## config.mk

```make
export PLATFORM = sky130hd
export DESIGN_NAME = led_scan_mux
export DESIGN_NICKNAME = d
export VERILOG_FILES = /design/src/rtl/led_pkg.sv /design/src/rtl/led_scan_timebase.sv /design/src/rtl/led_scan_mux.sv
export SDC_FILE = /design/constraint.sdc
export NUM_CORES = 1
export LEC_CHECK = 0
export ABC_CLOCK_PERIOD_IN_PS = 2700
export BUFFER_PORTS_ARGS = -buffer_cell sky130_fd_sc_hd__buf_4
export CAP_MARGIN = 20
export CELL_PAD_IN_SITES_DETAIL_PLACEMENT = 1
export CELL_PAD_IN_SITES_GLOBAL_PLACEMENT = 1
export CORE_MARGIN = 4
export CORE_UTILIZATION = 48
export CTS_BUF_LIST = sky130_fd_sc_hd__clkbuf_16
export CTS_CLUSTER_SIZE = 28
export DETAILED_ROUTE_END_ITERATION = 7
export MAX_ROUTING_LAYER = met4
export PLACE_DENSITY = 0.85
export SYNTH_ARGS = -nofsm -noshare
export SYNTH_HDL_FRONTEND = slang
export SYNTH_HIERARCHICAL = 1
export SYNTH_SLANG_ARGS = --single-unit
```

## constraint.sdc

```tcl
create_clock -name clk -period 2.7 [get_ports clk]
set_input_delay 0.54 -clock clk [delete_from_list [all_inputs] [get_ports clk]]
set_output_delay 0.54 -clock clk [all_outputs]
set_load 0.05 [all_outputs]
```

## src/rtl/led_pkg.sv

```systemverilog
// Shared types and the 7-segment decode table for the LED scan driver family.
package led_pkg;

  typedef struct packed {
    logic       blank;
    logic       dot;
    logic [3:0] hex;
  } digit_t;

  // Active-high {g,f,e,d,c,b,a} patterns for 0..F
  localparam logic [6:0] SEG_LUT [16] = '{
    7'h3F, 7'h06, 7'h5B, 7'h4F, 7'h66, 7'h6D, 7'h7D, 7'h07,
    7'h7F, 7'h6F, 7'h77, 7'h7C, 7'h39, 7'h5E, 7'h79, 7'h71
  };

  function automatic logic [6:0] seg_decode(input logic [3:0] hex);
    return SEG_LUT[hex];
  endfunction

endpackage

```

## src/rtl/led_scan_timebase.sv

```systemverilog
// Scan timebase: subslot, PWM phase and digit pointer counters, all clock-enable based.
module led_scan_timebase #(
  parameter int unsigned F_CLK    = 50000000,
  parameter int unsigned F_SCAN   = 1000,
  parameter int unsigned N_DIG    = 8,
  parameter int unsigned PWM_BITS = 3,
  localparam int unsigned PTR_W   = (N_DIG > 1) ? $clog2(N_DIG) : 1
) (
  input  logic                clk,
  input  logic                rst_n,
  output logic                sub_tick,
  output logic                slot_end,
  output logic                frame_end,
  output logic [PWM_BITS-1:0] pwm_ph,
  output logic [PTR_W-1:0]    dig_ptr
);

  localparam int unsigned SUB   = F_CLK / (F_SCAN * (2 ** PWM_BITS));
  localparam int unsigned SUB_W = (SUB > 1) ? $clog2(SUB) : 1;

  if (SUB < 2) begin : g_sub_check
    $error("led_scan_timebase: F_CLK/(F_SCAN*2^PWM_BITS) must be at least 2");
  end

  logic [SUB_W-1:0] sub_cnt;

  assign sub_tick  = (sub_cnt == SUB_W'(SUB - 1));
  assign slot_end  = sub_tick && (pwm_ph == '1);
  assign frame_end = slot_end && (dig_ptr == PTR_W'(N_DIG - 1));

  // pwm_ph spans a full power of two, so it wraps on its own
  always_ff @(posedge clk or negedge rst_n) begin
    if (!rst_n) begin
      sub_cnt <= '0;
      pwm_ph  <= '0;
      dig_ptr <= '0;
    end else begin
      sub_cnt <= sub_tick ? '0 : sub_cnt + SUB_W'(1);
      if (sub_tick) begin
        pwm_ph <= pwm_ph + PWM_BITS'(1);
      end
      if (slot_end) begin
        dig_ptr <= frame_end ? '0 : dig_ptr + PTR_W'(1);
      end
    end
  end

endmodule

```

## src/rtl/led_scan_mux.sv

```systemverilog
// Multiplexed 7-segment scan driver with frame handshake, tear-free frame swap,
// PWM brightness and configurable output polarity.
module led_scan_mux
  import led_pkg::*;
#(
  parameter int unsigned F_CLK       = 50000000,
  parameter int unsigned F_SCAN      = 1000,
  parameter int unsigned N_DIG       = 8,
  parameter int unsigned PWM_BITS    = 3,
  parameter bit          CS_ACT_LOW  = 1'b0,
  parameter bit          SEG_ACT_LOW = 1'b0
) (
  input  logic                clk,
  input  logic                rst_n,
  input  logic                in_valid,
  output logic                in_ready,
  input  logic [N_DIG*6-1:0]  in_frame,
  input  logic [PWM_BITS-1:0] brightness,
  output logic [N_DIG-1:0]    cs,
  output logic [7:0]          seg,
  output logic                frame_tick
);

  localparam int unsigned          PTR_W       = (N_DIG > 1) ? $clog2(N_DIG) : 1;
  localparam logic [N_DIG-1:0]     CS_OFF      = CS_ACT_LOW ? '1 : '0;
  localparam logic [7:0]           SEG_OFF     = SEG_ACT_LOW ? '1 : '0;
  localparam logic [N_DIG*6-1:0]   BLANK_FRAME = {N_DIG{6'b10_0000}};

  logic                sub_tick_unused;
  logic                slot_end;
  logic                frame_end;
  logic [PWM_BITS-1:0] pwm_ph;
  logic [PTR_W-1:0]    dig_ptr;

  led_scan_timebase #(
    .F_CLK   (F_CLK),
    .F_SCAN  (F_SCAN),
    .N_DIG   (N_DIG),
    .PWM_BITS(PWM_BITS)
  ) u_timebase (
    .clk      (clk),
    .rst_n    (rst_n),
    .sub_tick (sub_tick_unused),
    .slot_end (slot_end),
    .frame_end(frame_end),
    .pwm_ph   (pwm_ph),
    .dig_ptr  (dig_ptr)
  );

  logic [N_DIG*6-1:0]  shadow;
  logic [N_DIG*6-1:0]  active;
  logic                shadow_full;
  logic [PWM_BITS-1:0] bri_q;

  assign in_ready = !shadow_full;

  // Swap and accept are exclusive: a swap needs a full shadow, an accept an empty one,
  // so a frame accepted on a frame-end cycle waits for the following frame end.
  always_ff @(posedge clk or negedge rst_n) begin
    if (!rst_n) begin
      shadow      <= '0;
      shadow_full <= 1'b0;
      active      <= BLANK_FRAME;
    end else if (frame_end && shadow_full) begin
      active      <= shadow;
      shadow_full <= 1'b0;
    end else if (in_valid && !shadow_full) begin
      shadow      <= in_frame;
      shadow_full <= 1'b1;
    end
  end

  always_ff @(posedge clk or negedge rst_n) begin
    if (!rst_n) begin
      bri_q <= '0;
    end else if (slot_end) begin
      bri_q <= brightness;
    end
  end

  digit_t           cur;
  logic             lit;
  logic [N_DIG-1:0] cs_nxt;
  logic [7:0]       seg_nxt;

  always_comb begin
    cs_nxt  = '0;
    seg_nxt = '0;
    cur     = digit_t'(active[6 * int'(dig_ptr) +: 6]);
    lit     = (pwm_ph <= bri_q);
    if (lit) begin
      cs_nxt = N_DIG'(1) << dig_ptr;
      if (!cur.blank) begin
        seg_nxt = {cur.dot, seg_decode(cur.hex)};
      end
    end
  end

  always_ff @(posedge clk or negedge rst_n) begin
    if (!rst_n) begin
      cs         <= CS_OFF;
      seg        <= SEG_OFF;
      frame_tick <= 1'b0;
    end else begin
      cs         <= cs_nxt ^ CS_OFF;
      seg        <= seg_nxt ^ SEG_OFF;
      frame_tick <= frame_end;
    end
  end

endmodule

```

==> run metrics, run 1 <==
all-layer global routing usage 20.89%; CP startpoint kind flip-flop; total length of routed wires 13.29 mm; area of the multi-input gates 2394 um^2; total of endpoints with negative setup slack in the final report 0; fmax 390.2 MHz; shortest period the worst path allows 2.563 ns; num rows 40; GR Layer Usage met2 34.46%; type of the setup path with the least slack reg2reg; area of placed instances 6718 um^2; initial cell density of the core 49.29%; remaining number of nets flagged by the antenna check after routing 0; post-detailed-route DRC marker count 0; Final Cell Area 7281 um^2; H-tree levels 4; final worst clock skew 0.01082 ns; total power density per cell area 608.1 nW/um^2; area of the mapped netlist 5969 um^2; max-capacitance violation count 0; number of filler cells placed in the layout 1202; Period Utilization, post-route 94.93%; number of resized instances in the post-cts repair step 0; share of cells above drive strength 1 47.77%; clock slew at reported path FFs 0.05 ns; ys async rst share 100.0%; area of the core 12110 um^2; Die Y 119.5 um; area growth from synthesis to final layout 21.97%; total negative setup slack 0 ns; max_slew headroom 54.86%; overflow left after global routing 0; setup repair after global routing missed its margin no; Via density 5.300; pre-CTS setup slack 0.2121 ns; met3 demand-to-capacity share in global routing 5.184%; sequential cell area fraction in the yosys report 57.18%; Post-Syn Nets 488; run status complete, no violations; drt pass-1 iters 4; most common cell after layout, fill and taps aside dfrtp_1; leakage power summed over all cells 3.497 nW; number of nets in the layout 571; crit path capture type flip-flop; total area of sequential cells 3413 um^2; Warnings, synthesis 6; number of clock sinks 136; die extent in x 119.5 um; most frequently used flop master after synthesis dfrtp_1; I/O pin count 72; estimated wirelength of the detail-placed design 9.365 mm; commonest non-fill, non-tap cells in the layout 128 x dfrtp_1, 106 x mux2_2, 81 x buf_4; buffer type at the clock tree root clkbuf_16; largest fanout on the critical path 13; synthesized flop and latch total 136; number of synthesized flops with an enable pin 0; GR Layer Usage met1 25.11%; Final WS setup 0.1370 ns; Post-CTS Setup Inserts 0; Worst Max-Slew Pin Slew 0.6772 ns; insertion delay to the later sink of the worst-skew pair 0.43 ns; Mean Syn Cell Area 14.25 um^2; Final GP Congestion 0.7954; post-synthesis cell count 419; Worst Hold Slack 0.1179 ns; Post-CTS Hold Fix Bufs 0; pins over their slew limit 0; via count 3620; TritonCTS buffer count 17; Port Buffer Count 71; TritonCTS clock tree yes; antenna violations before repair 0; post-synthesis cell type count 64; maximum vdd ir drop 0.0005103 V; layer carrying the most global-route usage met2; first-pass GRT wire length 22.18 mm; initial DRC count 187; required time of the critical path 3.04 ns; arrival time worst endpoint 2.91 ns; maximum clock path buffer count 2; wire length per cell after detailed routing 19.45 um; post-layout total power 4.427 mW; final hold violation count 0; class of the worst hold path in2async; die area 14290 um^2; via count of the first global-routing pass 4168; largest net degree at the start of global routing 58; antenna cell count 0
## power by group
group / internal, mW / leakage (nW) / switching [mW]
Combinational: 0.0798 / 1.47 / 0.0617
Sequential: 2.08 / 1.75 / 0.0250
Clock: 1.34 / 0.273 / 0.845
## state kept, by name (all words and copies together) (netlist names)
name and flops:
u_timebase/sub_cnt 13, active 48, shadow_full 1, bri_q 3, shadow 48, cs 8, seg 8, frame_tick 1
u_timebase/pwm_ph 3, u_timebase/dig_ptr 3
## through the flow
step | std cells | util (%)
global placement | 651 | 55.46
finish | 683 | 60.11
detailed placement | 651 | 55.46
CTS | 683 | 60.11
floorplan | 419 | -
global route | 683 | 60.11
## area by class of cell
cell class,count,area share (%)
Sequential cell,136,46.88
Multi-Input combinational cell,250,32.88
Timing Repair Buffer,83,8.902
Clock buffer,17,5.843
Tap cell,168,2.887
Clock inverter,15,1.890
Inverter,14,0.7218
## layer usage
metal / part of all wire (%) / wire [um]
met5: 0 / 0
met4: 1.8 / 240
met3: 3.3 / 440
met2: 52 / 6895
met1: 43 / 5710
## critical path: stages (launching register included)
cell and delay (ns):
dfrtp_1 0.67, mux4_1 0.67, mux2i_4 0.26, inv_1 0.13, ha_1 0.21, inv_1 0.06
nor2_1 0.04, a211o_1 0.29, a21boi_1 0.14
## worst paths after layout
check,start,end,slack (ns),depth (start not counted)
hold reg to reg,u_timebase/pwm_ph[0],u_timebase/pwm_ph[0],0.50,1
min in group clk,brightness[1],bri_q[1],0.34,3
setup / recovery,u_timebase/dig_ptr[0],seg[3],0.14,8
setup reg to reg,u_timebase/dig_ptr[0],seg[3],0.14,8
hold / removal,rst_n,u_timebase/sub_cnt[7],0.12,1
max in group asynchronous,rst_n,shadow[5],1.77,2
## kinds of logic (layout without fill, tap and decap cells)
family	count (synthesis)	after routing	synth area share [%]
flops	136	136	57.18
mux	123	123	24.54
fa+ha+maj	15	15	3.144
simple gates	66	66	6.498
compound gates	38	38	4.570
xor+xnor	8	8	1.174
buf+inv	33	129	2.892
## cells in the mapped netlist (all sizes together), types with 3 or more instances
| cell | number | share of area, % |
|---|---|---|
| dfrtp | 128 | 54 |
| mux2 | 108 | 20 |
| ha | 15 | 3.1 |
| inv | 14 | 0.88 |
| nor2 | 14 | 0.88 |
| nand2 | 13 | 0.82 |
| buf | 11 | 1.4 |
| mux2i | 9 | 1.7 |
| a21oi | 8 | 0.73 |
| clkbuf | 8 | 0.59 |
| dfstp | 8 | 3.5 |
| nand3 | 8 | 0.67 |
| o21ai | 7 | 0.59 |
| mux4 | 6 | 2.4 |
| nor3 | 5 | 0.42 |
| nand4 | 4 | 0.42 |
| nor4 | 4 | 0.63 |
| xnor2 | 4 | 0.59 |
| xor2 | 4 | 0.59 |
| a31oi | 3 | 0.31 |
| nor2b | 3 | 0.31 |
(Power assumes the default switching activity.)
==> inputs of run 2 (changes only) <==
- ABC_CLOCK_PERIOD_IN_PS: 2700 -> 2800
- clock period: 2.7 -> 2.8 ns (I/O delays scaled with it)
==> run 2 against run 1 <==
  * Design area is 0.29% lower
  * Worst hold slack better by 0.084 ns
  * Sequential power shrank 3%
  * Utilization decreased by 0.18 points
  * Final cell count fell by 0.44%
  * Routed wire length barely moved
  * First-iteration DRC count down 24%
  * Count of clock-buffer cells in the layout unchanged
  * Via count down 0.30%
  * Non-clock buffer count down 3
  * Critical path type unchanged
  * Critical endpoint is now seg[0]
==> run metrics, run 2 (same netlist as run 1, synthesis figures left out) <==
run status complete, no violations; estimated wirelength of the detail-placed design 9.170 mm; clock slew at reported path FFs 0.06 ns; area of placed instances 6708 um^2; largest registers active x48, shadow x48, u_timebase/sub_cnt x13; crit path capture type flip-flop; required time of the critical path 3.10 ns; initial cell density of the core 49.29%; most common cell after layout, fill and taps aside dfrtp_1; area of the multi-input gates 2394 um^2; Final GP Congestion 0.7880; total area of sequential cells 3413 um^2; maximum vdd ir drop 0.0004288 V; wire length per cell after detailed routing 19.54 um; type of the setup path with the least slack reg2reg; I/O pin count 72; arrival time worst endpoint 2.88 ns; overflow left after global routing 0; class of the worst hold path in2async; drt pass-1 iters 4; final core utilization 59.94%; total power density per cell area 586.0 nW/um^2; Final Cell Area 7259 um^2; buffer type at the clock tree root clkbuf_16; area growth from synthesis to final layout 21.61%; H-tree levels 4; final worst clock skew 0.006393 ns; number of clock sinks 136; insertion delay to the later sink of the worst-skew pair 0.42 ns; cell total after placement 648; TritonCTS clock tree yes; antenna violations before repair 0; die extent in x 119.5 um; Worst Max-Slew Pin Slew 0.7788 ns; Period Utilization, post-route 91.95%; Die Y 119.5 um; number of filler cells placed in the layout 1189; antenna cell count 0; max_slew headroom 48.08%; maximum clock path buffer count 2; area of the core 12110 um^2; remaining number of nets flagged by the antenna check after routing 0; number of standard cells in the layout, taps in and fillers out 680; post-detailed-route DRC marker count 0; largest fanout on the critical path 14; Post-CTS Setup Inserts 0; setup repair after global routing missed its margin no; largest net degree at the start of global routing 54; commonest non-fill, non-tap cells in the layout 128 x dfrtp_1, 106 x mux2_2, 77 x buf_4; pins over their slew limit 0; all-layer global routing usage 20.88%; Via density 5.307; total negative setup slack 0 ns; leakage power summed over all cells 3.486 nW; num rows 40; fmax 388.4 MHz; number of resized instances in the post-cts repair step 0; initial DRC count 142; via count 3609; Post-CTS Hold Fix Bufs 0; share of cells above drive strength 1 48.05%; shortest period the worst path allows 2.575 ns; Port Buffer Count 71; TritonCTS buffer count 17; die area 14290 um^2; number of nets in the layout 568; total of endpoints with negative setup slack in the final report 0; via count of the first global-routing pass 4198; CP startpoint kind flip-flop; max-capacitance violation count 0; final hold violation count 0; first-pass GRT wire length 22.22 mm; total length of routed wires 13.29 mm
==> run 2: cell count changes in the layout (fill, tap and decap cells not counted) <==
cell / previous run / this run
clkinvlp_4: 4 / 2
bufinv_16: 2 / 1
inv_1: 16 / 14
inv_6: 1 / 5
buf_4: 81 / 77
clkinv_1: 2 / 1
buf_12: 2 / 3
clkinv_2: 3 / 5
==> run 2: stage by stage <==
stage / power (mW) / hold WS, ns / worst slack (ns)
CTS: 4.295 / 0.2252 / 0.1926
detailed placement: 2.201 / 0.4934 / 0.2411
finish: 4.254 / 0.2020 / 0.2253
floorplan: 2.080 / 0.2644 / 0.4481
global placement: 2.193 / 0.4844 / 0.3070
global route: 4.411 / 0.2433 / 0.03496
==> run 2: cell type report <==
type | count | share of cell area (%)
multi-input cells | 250 | 32.97
clock inverters | 15 | 1.741
flip-flops and latches | 136 | 47.02
clock buffers | 17 | 5.860
repair buffers | 80 | 8.790
inverters | 14 | 0.7239
well taps | 168 | 2.896
==> run 2: final timing paths <==
path,cells after the start,end,startpoint,slack [ns]
worst min register to register,1,shadow[43],shadow[43],0.51
worst max-delay path,7,seg[0],u_timebase/dig_ptr[0],0.23
worst min-delay path,1,u_timebase/sub_cnt[8],rst_n,0.20
max in group asynchronous,2,active[17],rst_n,1.83
min in group clk,3,bri_q[1],brightness[1],0.35
worst max register to register,7,seg[0],u_timebase/dig_ptr[0],0.23
==> run 2: routing by layer <==
| layer | GRT usage, % | part of all wire (%) | vias up |
|---|---|---|---|
| met5 | - | 0 | - |
| met4 | 6.729 | 1.3 | 0 |
| met3 | 5.985 | 4.0 | 12 |
| met2 | 34.99 | 53 | 70 |
| met1 | 24.47 | 42 | 1864 |
| li1 | - | - | 1663 |
==> run 2: power breakdown <==
part | total, mW | internal [mW] | switching [mW]
clock network | 2.09 | 1.22 | 0.870
logic | 0.138 | 0.0778 | 0.0597
registers | 2.03 | 2.00 | 0.0231
total | 4.25 | 3.30 | 0.952
==> run 2: critical path, stage by stage, from the launching register on <==
cell and delay (ns):
dfrtp_1 0.62, buf_4 0.30, mux2_2 0.37, o32ai_1 0.26, a211o_1 0.40, or2_2 0.20
a21oi_1 0.06, o31a_1 0.24
==> inputs of run 3 (changes only) <==
- CORE_UTILIZATION: 48 -> 45
- PLACE_DENSITY: 0.85 -> 0.81
==> run 3 against run 2 <==
  * Setup slack lost 0.0082 ns
  * Combinational power shrank 3%
  * Die area grew 6.2%
  * Clock power grew 8%
  * Design area grew 0.26%
  * Global-route usage shrank 1.7 points
  * Sequential share of layout area shrank 0.12 points
==> run metrics, run 3 (same netlist as run 1, synthesis figures left out) <==
run status complete, no violations; total negative setup slack 0 ns; H-tree levels 4; total of endpoints with negative setup slack in the final report 0; pins over their slew limit 0; maximum vdd ir drop 0.0003890 V; initial cell density of the core 46.55%; number of clock sinks 136; remaining number of nets flagged by the antenna check after routing 0; max_slew headroom 53.57%; final worst clock skew 0.009561 ns; die area 15170 um^2; final core utilization 56.75%; largest fanout on the critical path 14; post-detailed-route DRC marker count 0; Period Utilization, post-route 92.24%; num rows 41; largest net degree at the start of global routing 79; via count of the first global-routing pass 4085; crit path capture type flip-flop; setup repair after global routing missed its margin no; Final GP Congestion 0.7617; commonest non-fill, non-tap cells in the layout 128 x dfrtp_1, 106 x mux2_2, 79 x buf_4; antenna cell count 0; Worst path top cell family by delay compound AO/OA/AOI/OAI gates; cells along the critical path buf_4 > mux2_2 > o32ai_1 > a211o_1 > or2_2 > a21oi_1 > o31a_1; Via density 5.291; TritonCTS clock tree yes; insertion delay to the later sink of the worst-skew pair 0.42 ns; antenna violations before repair 0; total power density per cell area 605.3 nW/um^2; arrival time worst endpoint 2.89 ns; all-layer global routing usage 19.19%; R2R Setup Slk 0.22 ns; Port Buffer Count 71; first-pass GRT wire length 21.33 mm; total length of routed wires 12.97 mm; Worst Max-Slew Pin Slew 0.6965 ns; area growth from synthesis to final layout 21.92%; fmax 387.2 MHz; drt pass-1 iters 4; number of resized instances in the post-cts repair step 0; total area of sequential cells 3413 um^2; estimated wirelength of the detail-placed design 8.780 mm; overflow left after global routing 0; number of filler cells placed in the layout 1256; die extent in x 123.2 um; leakage power summed over all cells 3.503 nW; type of the setup path with the least slack reg2reg; required time of the critical path 3.10 ns; maximum clock path buffer count 2; initial DRC count 229; shortest period the worst path allows 2.583 ns; share of cells above drive strength 1 46.77%; most common cell after layout, fill and taps aside dfrtp_1; Die Y 123.2 um; via count 3614; final hold violation count 0; clock slew at reported path FFs 0.06 ns; CP startpoint kind flip-flop; largest registers active x48, shadow x48, u_timebase/sub_cnt x13; number of buffers and inverters on the critical path 1; I/O pin count 72; buffer type at the clock tree root clkbuf_16; Post-CTS Setup Inserts 0; highest-delay cell along the critical path dfrtp_1; wire length per cell after detailed routing 18.99 um; class of the worst hold path in2async; area of the core 12820 um^2; max-capacitance violation count 0; number of nets in the layout 568; Post-CTS Hold Fix Bufs 0; CP peak stage delay 0.61 ns; area of the multi-input gates 2394 um^2; TritonCTS buffer count 17
[run 3: stage by stage]
stage | cells | hold WS (ns) | total power [mW] | instance area (um^2) | worst slack, ns
floorplan | 419 | 0.2644 | 2.080 | 5969 | 0.4481
global placement | 652 | 0.4832 | 2.189 | 6688 | 0.3617
detailed placement | 652 | 0.4934 | 2.198 | 6688 | 0.2875
CTS | 683 | 0.1153 | 4.450 | 7278 | 0.2156
global route | 683 | 0.1346 | 4.555 | 7278 | 0.08970
finish | 683 | 0.1131 | 4.406 | 7278 | 0.2171
[run 3: layout make-up]
| class | instances | area share (%) |
|---|---|---|
| clock buffers | 17 | 5.845 |
| clock inverters | 14 | 2.269 |
| inverters | 14 | 0.7220 |
| multi-input cells | 250 | 32.89 |
| flip-flops and latches | 136 | 46.90 |
| well taps | 172 | 2.957 |
| repair buffers | 80 | 8.424 |
[run 3: report_power, final]
part / leakage [nW] / switching (mW) / internal, mW
Combinational: 1.45 / 0.0578 / 0.0759
Clock: 0.296 / 0.788 / 1.46
Sequential: 1.75 / 0.0235 / 2.00
Total: 3.50 / 0.869 / 3.54
[run 3: path summary, 6_finish.rpt]
path	start	endpoint	depth (start not counted)
min in group clk	brightness[2]	bri_q[2]	3
worst max register to register	u_timebase/dig_ptr[0]	seg[0]	7
worst min register to register	active[31]	active[31]	1
max in group asynchronous	rst_n	active[5]	2
worst min-delay path	rst_n	u_timebase/sub_cnt[11]	1
worst max-delay path	u_timebase/dig_ptr[0]	seg[0]	7
[run 3: per-layer routing]
layer  track usage [%]  wire length (um)
met4             4.913               170
met2             31.70              6678
met5                 -                 0
met1             22.92              5564
met3             6.176               556
